File: src/rtl/mem_control.sv
// Shared asynchronous SRAM controller behind the MEM stage: zero-cycle instruction fetch,
// one-cycle loads, three-cycle WE store sequence and memory-mapped UART data/status registers.
module mem_control #(
  parameter int          SRAM_AW        = 18,
  parameter logic [15:0] NOP_INST       = 16'h0800,
  parameter logic [15:0] UART_DATA_ADDR = 16'hBF00,
  parameter logic [15:0] UART_STAT_ADDR = 16'hBF01
) (
  input  logic               clk,
  input  logic               rst,
  input  logic [15:0]        memAddr_i,
  input  logic [15:0]        wData_mem_i,
  input  logic               rMem_i,
  input  logic               wMem_i,
  output logic [15:0]        rData_o,
  input  logic [15:0]        if_addr_i,
  output logic [15:0]        inst_o,
  output logic               stall_request_o,
  output logic [SRAM_AW-1:0] sram_addr_o,
  output logic [15:0]        sram_data_o,
  input  logic [15:0]        sram_data_i,
  output logic               sram_data_oe,
  output logic               sram_ce_n,
  output logic               sram_oe_n,
  output logic               sram_we_n,
  output logic [7:0]         uart_tx_data_o,
  output logic               uart_tx_valid_o,
  input  logic               uart_tx_ready_i,
  input  logic [7:0]         uart_rx_data_i,
  input  logic               uart_rx_ready_i,
  output logic               uart_rx_ack_o
);

  typedef enum logic [2:0] {IDLE, RD, W1, W2, W3} state_t;

  state_t state;

  logic is_uart_data;
  logic is_uart_stat;
  logic is_sram;

  assign is_uart_data = (memAddr_i == UART_DATA_ADDR);
  assign is_uart_stat = (memAddr_i == UART_STAT_ADDR);
  assign is_sram      = !is_uart_data && !is_uart_stat;

  always_ff @(posedge clk) begin
    // NOTE: sequential state uses non-blocking assignments so every flop samples pre-edge values.
    if (rst) begin
      state <= IDLE;
    end else begin
      case (state)
        IDLE: begin
          if (wMem_i)      state <= W1;
          else if (rMem_i) state <= RD;
        end
        RD:      state <= IDLE;
        W1:      state <= W2;
        W2:      state <= W3;
        W3:      state <= IDLE;
        default: state <= IDLE;
      endcase
    end
  end

  // Bus and pipeline outputs are decoded from the current state so fetch and loads see the
  // asynchronous SRAM in the same cycle; reset forces the idle bus values in the reset cycle.
  always_comb begin
    // NOTE: every output gets a default before the case so no path leaves one unassigned (no latch).
    rData_o         = '0;
    inst_o          = NOP_INST;
    stall_request_o = 1'b0;
    sram_addr_o     = {{(SRAM_AW-16){1'b0}}, memAddr_i};
    sram_data_o     = wData_mem_i;
    sram_data_oe    = 1'b0;
    sram_ce_n       = 1'b1;
    sram_oe_n       = 1'b1;
    sram_we_n       = 1'b1;
    uart_tx_data_o  = wData_mem_i[7:0];
    uart_tx_valid_o = 1'b0;
    uart_rx_ack_o   = 1'b0;

    if (!rst) begin
      case (state)
        IDLE: begin
          if (rMem_i || wMem_i) begin
            stall_request_o = 1'b1;
          end else begin
            sram_addr_o = {{(SRAM_AW-16){1'b0}}, if_addr_i};
            sram_ce_n   = 1'b0;
            sram_oe_n   = 1'b0;
            inst_o      = sram_data_i;
          end
        end
        RD: begin
          if (is_uart_data) begin
            rData_o       = {8'h00, uart_rx_data_i};
            uart_rx_ack_o = 1'b1;
          end else if (is_uart_stat) begin
            rData_o = {14'b0, uart_rx_ready_i, uart_tx_ready_i};
          end else begin
            sram_ce_n = 1'b0;
            sram_oe_n = 1'b0;
            rData_o   = sram_data_i;
          end
        end
        W1: begin
          stall_request_o = 1'b1;
          if (is_uart_data) begin
            uart_tx_valid_o = 1'b1;
          end else if (is_sram) begin
            sram_ce_n    = 1'b0;
            sram_data_oe = 1'b1;
          end
        end
        W2: begin
          stall_request_o = 1'b1;
          if (is_sram) begin
            sram_ce_n    = 1'b0;
            sram_data_oe = 1'b1;
            sram_we_n    = 1'b0;
          end
        end
        W3: begin
          // Data stays driven one more cycle after we_n rises for SRAM hold time.
          if (is_sram) begin
            sram_ce_n    = 1'b0;
            sram_data_oe = 1'b1;
          end
        end
        default: ;
      endcase
    end
  end

endmodule
File: config.mk
export PLATFORM = sky130hd
export DESIGN_NAME = mem_control
export DESIGN_NICKNAME = d
export VERILOG_FILES = /design/src/rtl/mem_control.sv
export SDC_FILE = /design/constraint.sdc
export NUM_CORES = 1
export LEC_CHECK = 0
export CORE_UTILIZATION = 22
export CTS_CLUSTER_DIAMETER = 60
export DETAILED_ROUTE_END_ITERATION = 10
export GPL_ROUTABILITY_DRIVEN = 0
export PLACE_DENSITY = 0.87
export SLEW_MARGIN = 20
export SYNTH_ARGS = -nofsm -noshare
export SYNTH_HDL_FRONTEND = slang
export SYNTH_SLANG_ARGS = --single-unit
File: constraint.sdc
create_clock -name clk -period 3.3 [get_ports clk]
set_clock_uncertainty 0.1 [all_clocks]
set_input_delay 0.99 -clock clk [delete_from_list [all_inputs] [get_ports clk]]
set_output_delay 0.99 -clock clk [all_outputs]
set_load 0.05 [all_outputs]
==> run_results.csv, run 1 <==
group,metric,value,unit
drt,avgViaCountPerCell,4.66,
cells_and_area,drive_above_1_share,67.3,%
outcome,violations,"negative setup slack",
clock_tree,clock_latency,220,ps
yosys,yosys_warnings,0,
yosys,synth.distinct_cells,28,
timing,rsz0062_at_grt,"true",
drt,initialDrtViolationCount,26,
placement,place_area,2690,um2
timing,finalMaxSlewViolations,0,
worst_setup_path,worst_setup_path_start_kind,"input port",
clock_tree,tritoncts,"done",
cells_and_area,top_register,"state",
yosys,yosys.area_share.adder,0,%
worst_setup_path,required,2210,ps
cells_and_area,final_cell_mix,"clkdlybuf4s50_1, buf_12, and2_4, buf_6",
yosys,async_flop_share,0,%
floorplanning,fp.dieH,68.8,um
global_route,grt_pass1_wl,6.94,mm
timing,finalHoldViolCount,0,
yosys,synth_compound_area_share,6.37,%
yosys,yosys.area_share.simple,41.0,%
power_and_ir_drop,vdd_ir_drop_max,267,uV
placement,dp_hpwl,3.38,mm
timing,fmax,0.285,GHz
clock_tree,ctsHoldBuffers,0,
floorplanning,ios,159,
yosys,yosysSeqAreaShare,6.11,%
yosys,synth_xor_area_share,0,%
global_route,grt_use_total,20.1,%
power_and_ir_drop,cellPowerDensity,184,nW/um2
global_route,grt_pass1_vias,1477,
clock_tree,numCtsBuffers,3,
cells_and_area,num_antenna_cells,0,
job,maxCapViolCount,0,
floorplanning,row_count,23,
timing,setup_viol,47,
outcome,outcome,"complete, but fails checks",
floorplanning,dieArea,4740,um2
clock_tree,clk_pin_slew_worst_paths,40,ps
cells_and_area,largest_reg_flops,3,
yosys,synth_cells,134,
timing,timing.final.crit_period,3510,ps
yosys,ys.flop_type,"dfxtp_1",
worst_setup_path,worstSetupPathType,"input port to output pin",
yosys,synth_edf_count,0,
timing,fin_ws,-205,ps
worst_hold_path,hold_path_class,"flop to flop",
timing,hold_ws,476,ps
cells_and_area,fill_cells,277,
global_route,antenna_found_initial,0,
worst_setup_path,cp_max_fo,5,
clock_tree,clk_root_buffer_cell,"clkbuf_8",
cells_and_area,area_growth,216,%
cells_and_area,multi_input_area,1030,um2
yosys,synth_mux_area_share,21.4,%
placement,dp.cells,286,
clock_tree,numClockSinks,3,
cells_and_area,area.sequential,60.1,um2
cells_and_area,layout_commonest_cell,"clkdlybuf4s50_1",
global_route,grt_max_degree,10,
drt,drt_wl_total,4.59,mm
floorplanning,start_util,23.7,%
global_route,grt_overflow,0,
worst_setup_path,arrival,2420,ps
cells_and_area,fin_cells,304,
yosys,synth_top_family_by_area,"simple AND/OR/NAND/NOR gates",
drt,routedWlPerCell,15.1,um
yosys,ys_ff_latch,3,
yosys,avgSynthCellArea,7.33,um2
yosys,synth_area,982,um2
worst_setup_path,endpoint_kind,"output pin",
cells_and_area,fin_nets,333,
power_and_ir_drop,p_leak,1.32,nW
floorplanning,die_x,68.8,um
clock_tree,cts_buffer_depth,2,
power_and_ir_drop,power,0.000572,W
drt,drc,0,
cells_and_area,utilization,75.0,%
drt,first_pass_iters,4,
cells_and_area,largest_registers,"state x3",
timing,fin_crit_sh,106,%
placement,numPortBuffers,116,
floorplanning,coreArea,4140,um2
cells_and_area,post-route-cell-area,3110,um2
drt,num_vias,1416,
clock_tree,cts-htree-levels,1,
drt,antenna_left,0,
-- final cells by class --
| type | instances | share of cell area (%) |
|---|---|---|
| clock buffer | 4 | 1.45 |
| inverter | 1 | 0.121 |
| multi-input combinational | 98 | 33.1 |
| sequential | 3 | 1.93 |
| tap | 50 | 2.01 |
| timing repair buffer | 148 | 61.4 |
-- cells in the mapped netlist, types with 2 or more instances --
| library cell | n | area share (%) |
|---|---|---|
| nand3b_1 | 7 | 5.4 |
| nor4b_1 | 3 | 2.7 |
| clkbuf_1 | 3 | 1.1 |
| a211oi_1 | 3 | 2.3 |
| buf_6 | 2 | 2.3 |
| buf_2 | 2 | 1.0 |
| a21oi_1 | 7 | 3.6 |
| buf_4 | 26 | 20 |
| mux2i_1 | 3 | 3.1 |
| nor2_1 | 12 | 4.6 |
| nor3_1 | 3 | 1.5 |
| nand2_1 | 8 | 3.1 |
| and2_1 | 23 | 15 |
| dfxtp_1 | 3 | 6.1 |
| mux2_2 | 16 | 18 |
-- repair_timing --
item                       CTS  global route
setup buffers                9             3
gates resized for setup    132            11
cloned                       5             0
pin swaps                   29            19
setup endpoints to repair   55            54
-- critical path, stage by stage --
cell and delay (ps):
buf_6 90, or3_4 340, nor4_4 150, buf_6 150, buf_4 120, buf_12 110, mux2_4 310, buf_8 150
-- per-layer routing --
layer	track usage (%)	vias to the layer above	part of all wire, %
met5	0	-	0
li1	-	674	-
met1	20.0	656	33
met2	41.3	80	57
met3	4.28	6	8.5
met4	4.85	0	0.74
-- final timing paths --
path,end,slack (ps),startpoint,depth (start not counted)
worst max-delay path,sram_addr_o[12],-210,rst,8
worst min-delay path,state[2],480,state[0],1
worst max register to register,state[1],2030,state[2],3
worst min register to register,state[2],480,state[0],1
-- power by group --
part | internal (W) | leakage [nW] | switching, W
Sequential | 0.0000390 | 0.0247 | 0.00000504
Clock | 0.0000827 | 0.0228 | 0.0000282
Combinational | 0.000216 | 1.27 | 0.000200
-- through the flow --
step	setup slack [ps]	setup TNS, ps
5_1_grt	-252	-7730
2_1_floorplan	-198	-2310
3_5_place_dp	-555	-24310
3_3_place_gp	-533	-23630
4_1_cts	-325	-10050
6_report	-205	-5660
-- kinds of logic (layout without fill, tap and decap cells) --
kind of cell | after synthesis | count (layout)
mux | 19 | 19
buf+inv | 34 | 153
other cells | 1 | 2
compound gates | 11 | 11
simple gates | 66 | 66
flops | 3 | 3
No activity file was read; power rests on OpenSTA's default activity.
==> run 2: changes to the inputs <==
--- a/config.mk
+++ b/config.mk
@@ -8,7 +8,6 @@
 export CORE_UTILIZATION = 22
 export CTS_CLUSTER_DIAMETER = 60
 export DETAILED_ROUTE_END_ITERATION = 10
-export GPL_ROUTABILITY_DRIVEN = 0
 export PLACE_DENSITY = 0.87
 export SLEW_MARGIN = 20
 export SYNTH_ARGS = -nofsm -noshare
==> results of run 2 <==
Same layout as run 1: the final DEF is identical, and so are final timing and power.
